<file path="src/rtl/register_general_write_controller.sv">
// Write-port sequencer/arbiter for the GPR file: merges byte/word writes, runs the 8-beat block write.
// Define ROUND_ROBIN_EN for round-robin contention; otherwise port 0 has fixed priority.
module register_general_write_controller (
    input  logic         clock,
    input  logic         reset,
    input  logic         req0_valid_i,
    output logic         req0_ready_o,
    input  logic [2:0]   req0_index_i,
    input  logic [1:0]   req0_size_i,
    input  logic [31:0]  req0_data_i,
    input  logic         req1_valid_i,
    output logic         req1_ready_o,
    input  logic [2:0]   req1_index_i,
    input  logic [1:0]   req1_size_i,
    input  logic [31:0]  req1_data_i,
    input  logic         req1_block_i,
    input  logic [255:0] gpr_value_i,
    output logic         write_enable_o,
    output logic [2:0]   write_index_o,
    output logic [31:0]  write_data_o,
    output logic         block_busy_o
);

    typedef enum logic [0:0] {StIdle, StBlock} state_e;

    state_e      state_q;
    logic [2:0]  beat_q;
    logic        live_q;
    logic        we_q;
    logic [2:0]  widx_q;
    logic [31:0] wdata_q;
    logic        busy_q;

    logic        win0;
    logic        in_idle;
    logic        in_block;
    logic        acc0;
    logic        acc1;
    logic        block_beat;
    logic [2:0]  beat_idx;
    logic [2:0]  sel_index;
    logic [1:0]  sel_size;
    logic [31:0] sel_data;
    logic [2:0]  tgt;
    logic [31:0] base;
    logic [31:0] merged;
    logic        wr_valid;

`ifdef ROUND_ROBIN_EN
    logic prio0_q;
    assign win0 = prio0_q;
`else
    assign win0 = 1'b1;
`endif

    // Block write order: EDI, ESI, EBP, ESP (discarded), EBX, EDX, ECX, EAX
    function automatic logic [2:0] block_reg(input logic [2:0] beat);
        case (beat)
            3'd0:    block_reg = 3'd5;
            3'd1:    block_reg = 3'd4;
            3'd2:    block_reg = 3'd6;
            3'd3:    block_reg = 3'd7;
            3'd4:    block_reg = 3'd1;
            3'd5:    block_reg = 3'd3;
            3'd6:    block_reg = 3'd2;
            default: block_reg = 3'd0;
        endcase
    endfunction

    always_comb begin
        in_idle      = live_q && (state_q == StIdle);
        in_block     = live_q && (state_q == StBlock);
        req0_ready_o = reset && in_idle && (!req1_valid_i || win0);
        req1_ready_o = reset && (in_block || (in_idle && (!req0_valid_i || !win0)));
        acc0         = req0_valid_i && req0_ready_o;
        acc1         = req1_valid_i && req1_ready_o;
        block_beat   = acc1 && (in_block || req1_block_i);
        beat_idx     = in_block ? beat_q : 3'd0;

        if (acc0) begin
            sel_index = req0_index_i;
            sel_size  = req0_size_i;
            sel_data  = req0_data_i;
        end else begin
            sel_index = req1_index_i;
            sel_size  = req1_size_i;
            sel_data  = req1_data_i;
        end
        if (block_beat) begin
            sel_index = block_reg(beat_idx);
            sel_size  = 2'b10;
        end

        // Byte indices 4-7 address AH..DH, i.e. the high byte of registers 0-3
        tgt  = (sel_size == 2'b00) ? {1'b0, sel_index[1:0]} : sel_index;
        base = (we_q && (widx_q == tgt)) ? wdata_q : gpr_value_i[{tgt, 5'd0} +: 32];

        case (sel_size)
            2'b00: merged = sel_index[2] ? {base[31:16], sel_data[7:0], base[7:0]}
                                         : {base[31:8], sel_data[7:0]};
            2'b01: merged = {base[31:16], sel_data[15:0]};
            default: merged = sel_data;
        endcase

        wr_valid = (acc0 || acc1) && !(block_beat && (beat_idx == 3'd3));
    end

    always_ff @(posedge clock or negedge reset) begin
        if (!reset) begin
            state_q <= StIdle;
            beat_q  <= 3'd0;
            live_q  <= 1'b0;
            we_q    <= 1'b0;
            widx_q  <= 3'd0;
            wdata_q <= 32'd0;
            busy_q  <= 1'b0;
`ifdef ROUND_ROBIN_EN
            prio0_q <= 1'b1;
`endif
        end else begin
            live_q <= 1'b1;
            we_q   <= wr_valid;
            if (wr_valid) begin
                widx_q  <= tgt;
                wdata_q <= merged;
            end
`ifdef ROUND_ROBIN_EN
            if (in_idle && (acc0 || acc1)) begin
                prio0_q <= acc1;
            end
`endif
            case (state_q)
                StIdle: begin
                    if (in_idle && acc1 && req1_block_i) begin
                        state_q <= StBlock;
                        beat_q  <= 3'd1;
                        busy_q  <= 1'b1;
                    end
                end
                default: begin
                    if (acc1) begin
                        if (beat_q == 3'd7) begin
                            state_q <= StIdle;
                            beat_q  <= 3'd0;
                            busy_q  <= 1'b0;
                        end else begin
                            beat_q <= beat_q + 3'd1;
                        end
                    end
                end
            endcase
        end
    end

    assign write_enable_o = we_q;
    assign write_index_o  = widx_q;
    assign write_data_o   = wdata_q;
    assign block_busy_o   = busy_q;

endmodule

</file>
<file path="config.mk">
export PLATFORM = sky130hd
export DESIGN_NAME = register_general_write_controller
export DESIGN_NICKNAME = d
export VERILOG_FILES = /design/src/rtl/register_general_write_controller.sv
export SDC_FILE = /design/constraint.sdc
export NUM_CORES = 1
export LEC_CHECK = 0
export BUFFER_PORTS_ARGS = -buffer_cell sky130_fd_sc_hd__clkbuf_2
export CORE_AREA = 3 3 144 146
export DETAILED_ROUTE_END_ITERATION = 12
export DIE_AREA = 0 0 147 149
export PLACE_DENSITY = 0.48
export RECOVER_POWER = 50
export SYNTH_ARGS = -nofsm -noshare
export SYNTH_HDL_FRONTEND = slang
export SYNTH_SLANG_ARGS = --single-unit
</file>
<file path="constraint.sdc">
create_clock -name clock -period 2.9 [get_ports clock]
set_input_delay 0.435 -clock clock [delete_from_list [all_inputs] [get_ports clock]]
set_output_delay 0.435 -clock clock [all_outputs]
set_load 0.05 [all_outputs]
</file>
==> summary.txt, run 1 <==
Placed design
  – GP Congestion: 0.737
  – Post-DP HPWL: 14.6 mm
  – IO buf count: 309

Critical path
  – Critical-path cell list: buf_4, and4_1, a32oi_4, buf_12, mux4_2, mux2_2, o221a_2
  – Worst path arrival time: 2.89 ns
  – CP Buf/Inv Count: 2
  – Crit-path max FO: 30
  – Critical path required time: 3.07 ns
  – Crit path max-delay cell type: mux4_2
  – Top Family by Delay on Critical Path: multiplexers
  – CP max stage delay: 0.52 ns
  – Crit path kind: reg -> reg
  – CP Launch Type: register
  – CP endpoint kind: register

Clock network
  – Clock Latency Late Sink: 0.29 ns
  – CTS Root Cell: clkbuf_16
  – Clock Path Buffers: 2
  – Clock-pin slew on the worst setup and hold paths: 0.06 ns
  – CTS Buf Count: 5
  – CTS tree: yes
  – CTS H-tree depth: 2
  – Clk sinks: 42

Global routing
  – Global-route wire length before repair: 25.7 mm
  – Antenna violations before repair: 0
  – Largest net degree at the start of global routing: 34
  – GRT Overall Usage: 15.0%
  – Total global routing overflow: 0
  – Number of global-route vias before repair: 4798

Timing
  – Worst rel slew slack: 52.9%
  – Maximum clock frequency: 368 MHz
  – Fin crit period: 2.72 ns
  – Fin. max-slew vios: 0
  – Final hold violations: 0
  – Final count of negative-setup-slack endpoints: 0
  – Tcrit/Tclk final: 93.7%
  – RSZ-0062 raised after global routing: false
  – Setup TNS: 0 ns
  – WHS: 0.396 ns
  – Setup Skew: 0.00696 ns
  – Least-Margin Pin Slew: 0.706 ns

Route
  – Post-DR wirelength/cell: 17.9 µm
  – DR vias/cell: 4.66
  – Routed via count: 4498
  – Antenna-violating nets left: 0
  – Final wirelength: 17.3 mm
  – Drt pass-1 iters: 4
  – Drt first-iter violations: 181
  – # DRC: 0

Synthesis
  – Syn Inst Count: 386
  – Yosys top cell by area: dfrtp_1
  – Ys Warns: 0
  – Post-synth EDFFs: 0
  – Synth Flop Type: dfrtp_1
  – Top post-synthesis cells by count: 47 x nand2_1, 42 x dfrtp_1, 40 x mux4_2
  – Seq/Total Area, Yosys: 25.8%
  – Post-synth cell types: 49
  – Synthesized net count: 723
  – Synth area leaders: dfrtp_1 26%, mux4_2 22%, mux2i_1 8.4%
  – Most common cell in the netlist: nand2_1
  – Synthesized area per cell: 10.6 µm²
  – Post-synth top area share: 25.8%
  – Synthesized flop and latch total: 42
  – Synthesized cell area: 4070 µm²
  – Ys async rst share: 100%

Cells and area
  – Antenna Cells: 0
  – Final net count: 1038
  – Layout cells sized above 1: 58.5%
  – Area grow syn2layout: 54.4%

Die
  – Die height: 149 µm
  – Die area: 21900 µm²
  – Site row count: 51
  – Initial core utilization: 20.9%
  – Core footprint: 19500 µm²
  – Die W: 147 µm
  – Top Ports: 374

Hold path
  – Hold Crit Class: in -> async

Run status
  – Outcome: finished, final reports clean

Power and ir drop
  – Leak Pwr: 3.13 nW
  – VDD IR max: 0.261 mV
  – Power density over the cells: 652 nW/µm²

Job
  – Max Cap Viol: 0
## registers in the layout, summed over array words and instances (netlist names)
register	count
write_data_o	32
beat_q	3
write_index_o	3
block_busy_o	1
live_q	1
state_q	1
write_enable_o	1
## layer usage
layer	vias up	share of wire, %	wire [µm]	GRT usage, %
met5	-	0	0	0
met4	0	0.51	88	2.56
met3	5	6.8	1170	3.13
met2	190	53	9070	27.7
met1	2136	40	6930	18.3
li1	2167	-	-	-
## power breakdown
part / total [W] / internal (W) / switching [W]
sequential: 0.000993 / 0.000826 / 0.000167
clock: 0.000655 / 0.000425 / 0.000230
combinational: 0.00245 / 0.000917 / 0.00154
## worst paths after layout
| kind | from | end | slack [ns] | cells after the start |
|---|---|---|---|---|
| max | state_q | write_data_o[28] | 0.18 | 7 |
| min | reset | live_q | 0.40 | 2 |
| max reg2reg | state_q | write_data_o[28] | 0.18 | 7 |
| min reg2reg | block_busy_o | block_busy_o | 0.53 | 2 |
| max in group asynchronous | reset | write_data_o[28] | 1.99 | 2 |
| min in group clock | req0_data_i[16] | write_data_o[16] | 0.49 | 4 |
## cells by family after synthesis
group | count (synthesis) | synth area share (%)
AO/OA/AOI/OAI | 90 | 18.1
AND/OR/NAND/NOR | 97 | 11.2
other | 1 | 0.0921
buffers and inverters | 50 | 5.35
XOR/XNOR | 1 | 0.215
flip-flops | 42 | 25.8
adder cells (fa/ha/maj) | 2 | 0.614
multiplexers | 103 | 38.6
## cells in the final DEF, fill, tap and decap left out, types with 2 or more instances in the layout
| cell type | n |
|---|---|
| clkbuf_2 | 290 |
| nand2_1 | 47 |
| dfrtp_1 | 42 |
| mux4_2 | 40 |
| mux2i_1 | 34 |
| mux2_2 | 28 |
| buf_4 | 23 |
| clkbuf_1 | 20 |
| inv_1 | 19 |
| nand3_1 | 18 |
| and3_1 | 10 |
| a211oi_1 | 9 |
| o211ai_1 | 9 |
| o22ai_1 | 9 |
| o221a_1 | 9 |
| nor2_1 | 8 |
| o21ai_0 | 8 |
| a221oi_1 | 8 |
| a22oi_1 | 8 |
| o221a_2 | 7 |
| clkbuf_16 | 5 |
| buf_12 | 4 |
| and2_1 | 3 |
| nor2b_1 | 3 |
| o21a_1 | 3 |
| nand2b_1 | 2 |
| a31oi_1 | 2 |
| nand4_1 | 2 |
| a21o_1 | 2 |
| a311oi_2 | 2 |
| a21oi_1 | 2 |
| a22o_1 | 2 |
| ha_1 | 2 |
## cell type report
cell class,count,area [µm²]
timing repair buffer,339,1800
tap,265,332
fill,2105,13200
multi-input combinational,294,2870
inverter,19,71.3
clock buffer,6,139
sequential,42,1050
clock inverter,1,30.0
## through the flow
| step | cell area, µm² | total power, W | std cells | worst slack (ns) | utilization (%) |
|---|---|---|---|---|---|
| after floorplan | 4070 | 0.00270 | 386 | 0.235 | - |
| after global placement | 6110 | 0.00349 | 957 | 0.0569 | 31.3 |
| after detailed placement | 6110 | 0.00351 | 957 | 0.0108 | 31.3 |
| after CTS | 6280 | 0.00418 | 965 | 0.0672 | 32.2 |
| after global routing | 6290 | 0.00435 | 966 | 0.00839 | 32.2 |
| final | 6290 | 0.00410 | 966 | 0.182 | 32.2 |
## repair_timing
action,4_1_cts,5_1_grt
hold buffers,1,0
endpoints found under the hold margin,1,0
endpoints found under the setup margin,0,24
gates resized for setup,0,4
setup buffers,0,1
(Power assumes the default switching activity.)
==> inputs of run 2 (changes only) <==
==> constraint.sdc (replaced) <==
create_clock -name clock -period 2.9 [get_ports clock]
set_input_delay 0.435 -clock clock [delete_from_list [all_inputs] [get_ports clock]]
set_output_delay 0.435 -clock clock [all_outputs]
set_load 0.01 [all_outputs]
==> run 2 against run 1 <==
Against the previous run: final area is the same; sequential power about the same; fmax barely moved; combinational power is 27% lower; first-iteration DRC count fell by 1.7%; critical path type unchanged; flip-flop and latch count unchanged; clock skew unchanged; die area did not move; total power decreased by 17%.
==> summary.txt, run 2 (synthesized netlist as in run 1, its figures left out) <==
Clock network
  – Clock Latency Late Sink: 0.29 ns
  – CTS Buf Count: 5
  – CTS H-tree depth: 2
  – CTS Root Cell: clkbuf_16
  – Clk sinks: 42
  – Clock Path Buffers: 2
  – Clock-pin slew on the worst setup and hold paths: 0.06 ns
  – CTS tree: yes

Cells and area
  – Non-Filler Instances: 966
  – Layout cells sized above 1: 58.5%
  – Commonest non-fill, non-tap cells in the layout: 290 x clkbuf_2, 47 x nand2_1, 42 x dfrtp_1
  – Most common cell after layout, fill and taps aside: clkbuf_2
  – Finished Cell Area: 6290 µm²
  – Area grow syn2layout: 54.4%
  – Antenna Cells: 0
  – Max reg flops: 32
  – Final net count: 1038
  – Final core occ: 32.2%

Placed design
  – Dpl cells: 957
  – IO buf count: 309
  – Placement Cell Area: 6110 µm²
  – Pre-CTS setup slack: 0.0108 ns
  – Post-DP HPWL: 14.6 mm
  – GP Congestion: 0.737

Timing
  – Least-Margin Pin Slew: 0.706 ns
  – RSZ-0062 raised after global routing: false
  – Setup TNS: 0 ns
  – Setup Skew: 0.00696 ns
  – Final hold violations: 0
  – Maximum clock frequency: 368 MHz
  – Final count of negative-setup-slack endpoints: 0
  – Fin. max-slew vios: 0
  – Final WS setup: 0.182 ns
  – Worst rel slew slack: 52.9%
  – Tcrit/Tclk final: 93.7%
  – Fin crit period: 2.72 ns

Route
  – Drt pass-1 iters: 4
  – Routed via count: 4502
  – Final wirelength: 17.3 mm
  – Antenna-violating nets left: 0
  – Post-DR wirelength/cell: 17.9 µm
  – Drt first-iter violations: 178
  – DR vias/cell: 4.66
  – # DRC: 0

Die
  – Die W: 147 µm
  – Initial core utilization: 20.9%
  – Top Ports: 374
  – Site row count: 51
  – Die area: 21900 µm²
  – Core footprint: 19500 µm²
  – Die height: 149 µm

Power and ir drop
  – Power density over the cells: 544 nW/µm²
  – VDD IR max: 0.260 mV
  – Sw Share: 36.6%
  – Internal: 0.00217 W
  – P_sw: 0.00125 W
  – Comb power frac: 51.9%
  – Clock share of power: 19.1%
  – Leak Pwr: 3.13 nW
  – Sequential Power Share: 29.0%

Critical path
  – Critical path required time: 3.07 ns
  – Crit path kind: reg -> reg
  – CP endpoint kind: register
  – Worst path arrival time: 2.89 ns
  – Crit-path max FO: 30
  – CP Launch Type: register

Global routing
  – Antenna violations before repair: 0
  – Total global routing overflow: 0
  – GRT Overall Usage: 15.0%
  – Largest net degree at the start of global routing: 34
  – Number of global-route vias before repair: 4798
  – Global-route wire length before repair: 25.7 mm

Hold path
  – Hold Crit Class: in -> async

Run status
  – Outcome: finished, final reports clean

Job
  – Max Cap Viol: 0
==> run 2: layer usage <==
layer / routed length (µm) / GRT usage, % / part of all wire [%] / vias to the layer above
met4: 88 / 2.56 / 0.51 / 0
met3: 1170 / 3.13 / 6.8 / 5
li1: - / - / - / 2167
met2: 9070 / 27.7 / 53 / 190
met5: 0 / 0 / 0 / -
met1: 6930 / 18.3 / 40 / 2140
==> run 2: final timing paths <==
kind,startpoint,end,slack [ns],depth (start not counted)
hold / removal,reset,live_q,0.40,2
hold reg to reg,block_busy_o,block_busy_o,0.53,2
min in group clock,req0_data_i[16],write_data_o[16],0.49,4
setup / recovery,state_q,write_data_o[28],0.18,7
setup reg to reg,state_q,write_data_o[28],0.18,7
max in group asynchronous,reset,write_data_o[30],1.99,2
==> run 2: power by group through the flow <==
stage	registers [W]	clock network, W	logic (W)
CTS	0.000992	0.000675	0.00184
global placement	0.000997	0	0.00182
detailed placement	0.00100	0	0.00183
finish	0.000993	0.000654	0.00178
floorplan	0.00108	0	0.000955
global route	0.00103	0.000698	0.00194
==> run 2: through the flow <==
stage	hold slack, ns	power [W]
final	0.396	0.00342
after global placement	0.269	0.00281
after CTS	0.193	0.00350
after detailed placement	0.267	0.00283
after global routing	0.490	0.00367
after floorplan	0.139	0.00204
==> run 2: worst max-delay path, cell delays in order, from the launching register on <==
cell and delay (ns):
dfrtp_1 0.47, buf_4 0.19, and4_1 0.24, a32oi_4 0.31, buf_12 0.28, mux4_2 0.52, mux2_2 0.30, o221a_2 0.26
==> run 2: repair_timing <==
action	4_1_cts	5_1_grt
endpoints found under the hold margin	1	0
resized for setup	0	4
endpoints found under the setup margin	0	24
hold buffers	1	0
buffers inserted	0	1
==> run 2: cell type report <==
cell class	count	area [µm²]
Tap cell	265	332
Sequential cell	42	1050
Inverter	19	71.3
Timing Repair Buffer	339	1800
Clock inverter	1	30.0
Clock buffer	6	139
Multi-Input combinational cell	294	2870
Fill cell	2102	13200
==> inputs of run 3 (changes only) <==
REMOVE_ABC_BUFFERS = 1   (was not set)
==> run 3 against run 2 <==
Against the previous run: clock skew is 0.0027 ns higher; largest power group unchanged; total power increased by 3.3%; register-to-register slack improved by 0.04 ns; highest routed layer unchanged; critical endpoint is now write_data_o[31].
==> summary.txt, run 3 (synthesized netlist as in run 1, its figures left out) <==
Placed design
  – IO buf count: 309
  – Dpl cells: 957
  – Post-DP HPWL: 14.5 mm
  – GP Congestion: 0.763
  – Placement Cell Area: 6120 µm²

Cells and area
  – Commonest non-fill, non-tap cells in the layout: 292 x clkbuf_2, 47 x nand2_1, 42 x dfrtp_1
  – Layout cells sized above 1: 58.4%
  – Area grow syn2layout: 54.6%
  – Most common cell after layout, fill and taps aside: clkbuf_2
  – Max reg flops: 32
  – Finished Cell Area: 6300 µm²
  – Final net count: 1036
  – Antenna Cells: 0
  – Non-Filler Instances: 965

Timing
  – Setup Skew: 0.00965 ns
  – Tcrit/Tclk final: 92.3%
  – Fin crit period: 2.68 ns
  – Worst rel slew slack: 30.4%
  – Fin. max-slew vios: 0
  – Least-Margin Pin Slew: 1.04 ns
  – Final hold violations: 0
  – Final count of negative-setup-slack endpoints: 0
  – Maximum clock frequency: 373 MHz
  – RSZ-0062 raised after global routing: false

Job
  – Max Cap Viol: 0

Clock network
  – Clock-pin slew on the worst setup and hold paths: 0.07 ns
  – CTS Buf Count: 5
  – Clock Path Buffers: 2
  – CTS H-tree depth: 2
  – CTS Root Cell: clkbuf_16
  – Clk sinks: 42
  – Clock Latency Late Sink: 0.29 ns
  – CTS tree: yes

Route
  – Post-DR wirelength/cell: 18.1 µm
  – DR vias/cell: 4.58
  – Routed via count: 4416
  – Drt first-iter violations: 130
  – # DRC: 0
  – Final wirelength: 17.5 mm
  – Antenna-violating nets left: 0
  – Drt pass-1 iters: 6

Critical path
  – Crit path max-delay cell type: mux4_2
  – Critical path required time: 3.07 ns
  – CP endpoint kind: register
  – CP startpoint: live_q
  – Crit path kind: reg -> reg
  – Top Family by Delay on Critical Path: multiplexers
  – FF-to-FF Start: live_q
  – Critical-path cell list: and4b_1, nand2_1, a32oi_4, buf_12, mux4_2, mux2_2, o221a_2
  – CP Buf/Inv Count: 1
  – Worst path arrival time: 2.85 ns
  – CP max stage delay: 0.53 ns
  – CP Launch Type: register
  – Crit-path max FO: 33

Run status
  – Outcome: finished, final reports clean

Global routing
  – Global-route wire length before repair: 26.4 mm
  – GRT Overall Usage: 15.3%
  – Number of global-route vias before repair: 4713
  – Met3 Use GR: 2.95%
  – GRT met1 Usage: 20.8%
  – Antenna violations before repair: 0
  – GR Util met2: 26.0%
  – Layer with the highest usage: met2
  – Largest net degree at the start of global routing: 39
  – Total global routing overflow: 0

Power and ir drop
  – Power density over the cells: 562 nW/µm²
  – VDD IR max: 0.227 mV
  – Total power: 0.00354 W
  – Leak Pwr: 3.14 nW

Die
  – Site row count: 51
  – Core footprint: 19500 µm²
  – Die area: 21900 µm²
  – Top Ports: 374
  – Die height: 149 µm
  – Initial core utilization: 20.9%
  – Die W: 147 µm

Hold path
  – Hold Crit Class: in -> async
==> run 3: what timing repair did <==
item,in CTS,in global routing
endpoints found under the setup margin,0,9
hold buffers,0,0
buffers inserted,0,0
gates resized for setup,0,1
==> run 3: worst register-to-register path: cells and delay by family, from the launching register on <==
family                 cells  cell delay [ns]
AO/OA/AOI/OAI              2             0.54
buffers and inverters      1             0.29
flip-flops                 1             0.47
multiplexers               2             0.87
AND/OR/NAND/NOR            2             0.39
==> run 3: report_power, final <==
part | switching (W) | leakage, nW | internal, W
logic | 0.000861 | 2.57 | 0.000909
registers | 0.000169 | 0.473 | 0.000826
clock network | 0.000255 | 0.0971 | 0.000518
==> run 3: cell type report <==
cell class                      instances  area (µm²)
Fill cell                            2085       13200
Multi-Input combinational cell        294        2850
Timing Repair Buffer                  337        1790
Sequential cell                        42        1050
Tap cell                              265         332
Clock buffer                            6         139
Inverter                               19        71.3
Clock inverter                          2        60.1
==> run 3: final timing paths <==
kind / end / slack (ns) / cells past startpoint
worst max register to register: write_data_o[31] / 0.22 / 7
worst min register to register: block_busy_o / 0.52 / 2
worst min-delay path: beat_q[0] / 0.27 / 2
worst max-delay path: write_data_o[31] / 0.22 / 7
max in group asynchronous: write_data_o[5] / 1.29 / 3
min in group clock: write_data_o[17] / 0.49 / 4
==> run 3: metal layers <==
layer	vias up	share of wire, %
met1	2079	46
met4	0	0.68
li1	2158	-
met5	-	0
met2	173	48
met3	6	6.1
==> run 3: through the flow <==
stage	util [%]	setup TNS, ns	setup WS (ns)	hold slack (ns)
final	32.3	0	0.222	0.268
after floorplan	-	-196.12	-6.23	0.139
after global placement	31.3	0	0.0665	0.428
after global routing	32.3	0	0.00376	0.306
after detailed placement	31.3	0	0.0305	0.422
after CTS	32.4	0	0.125	0.101
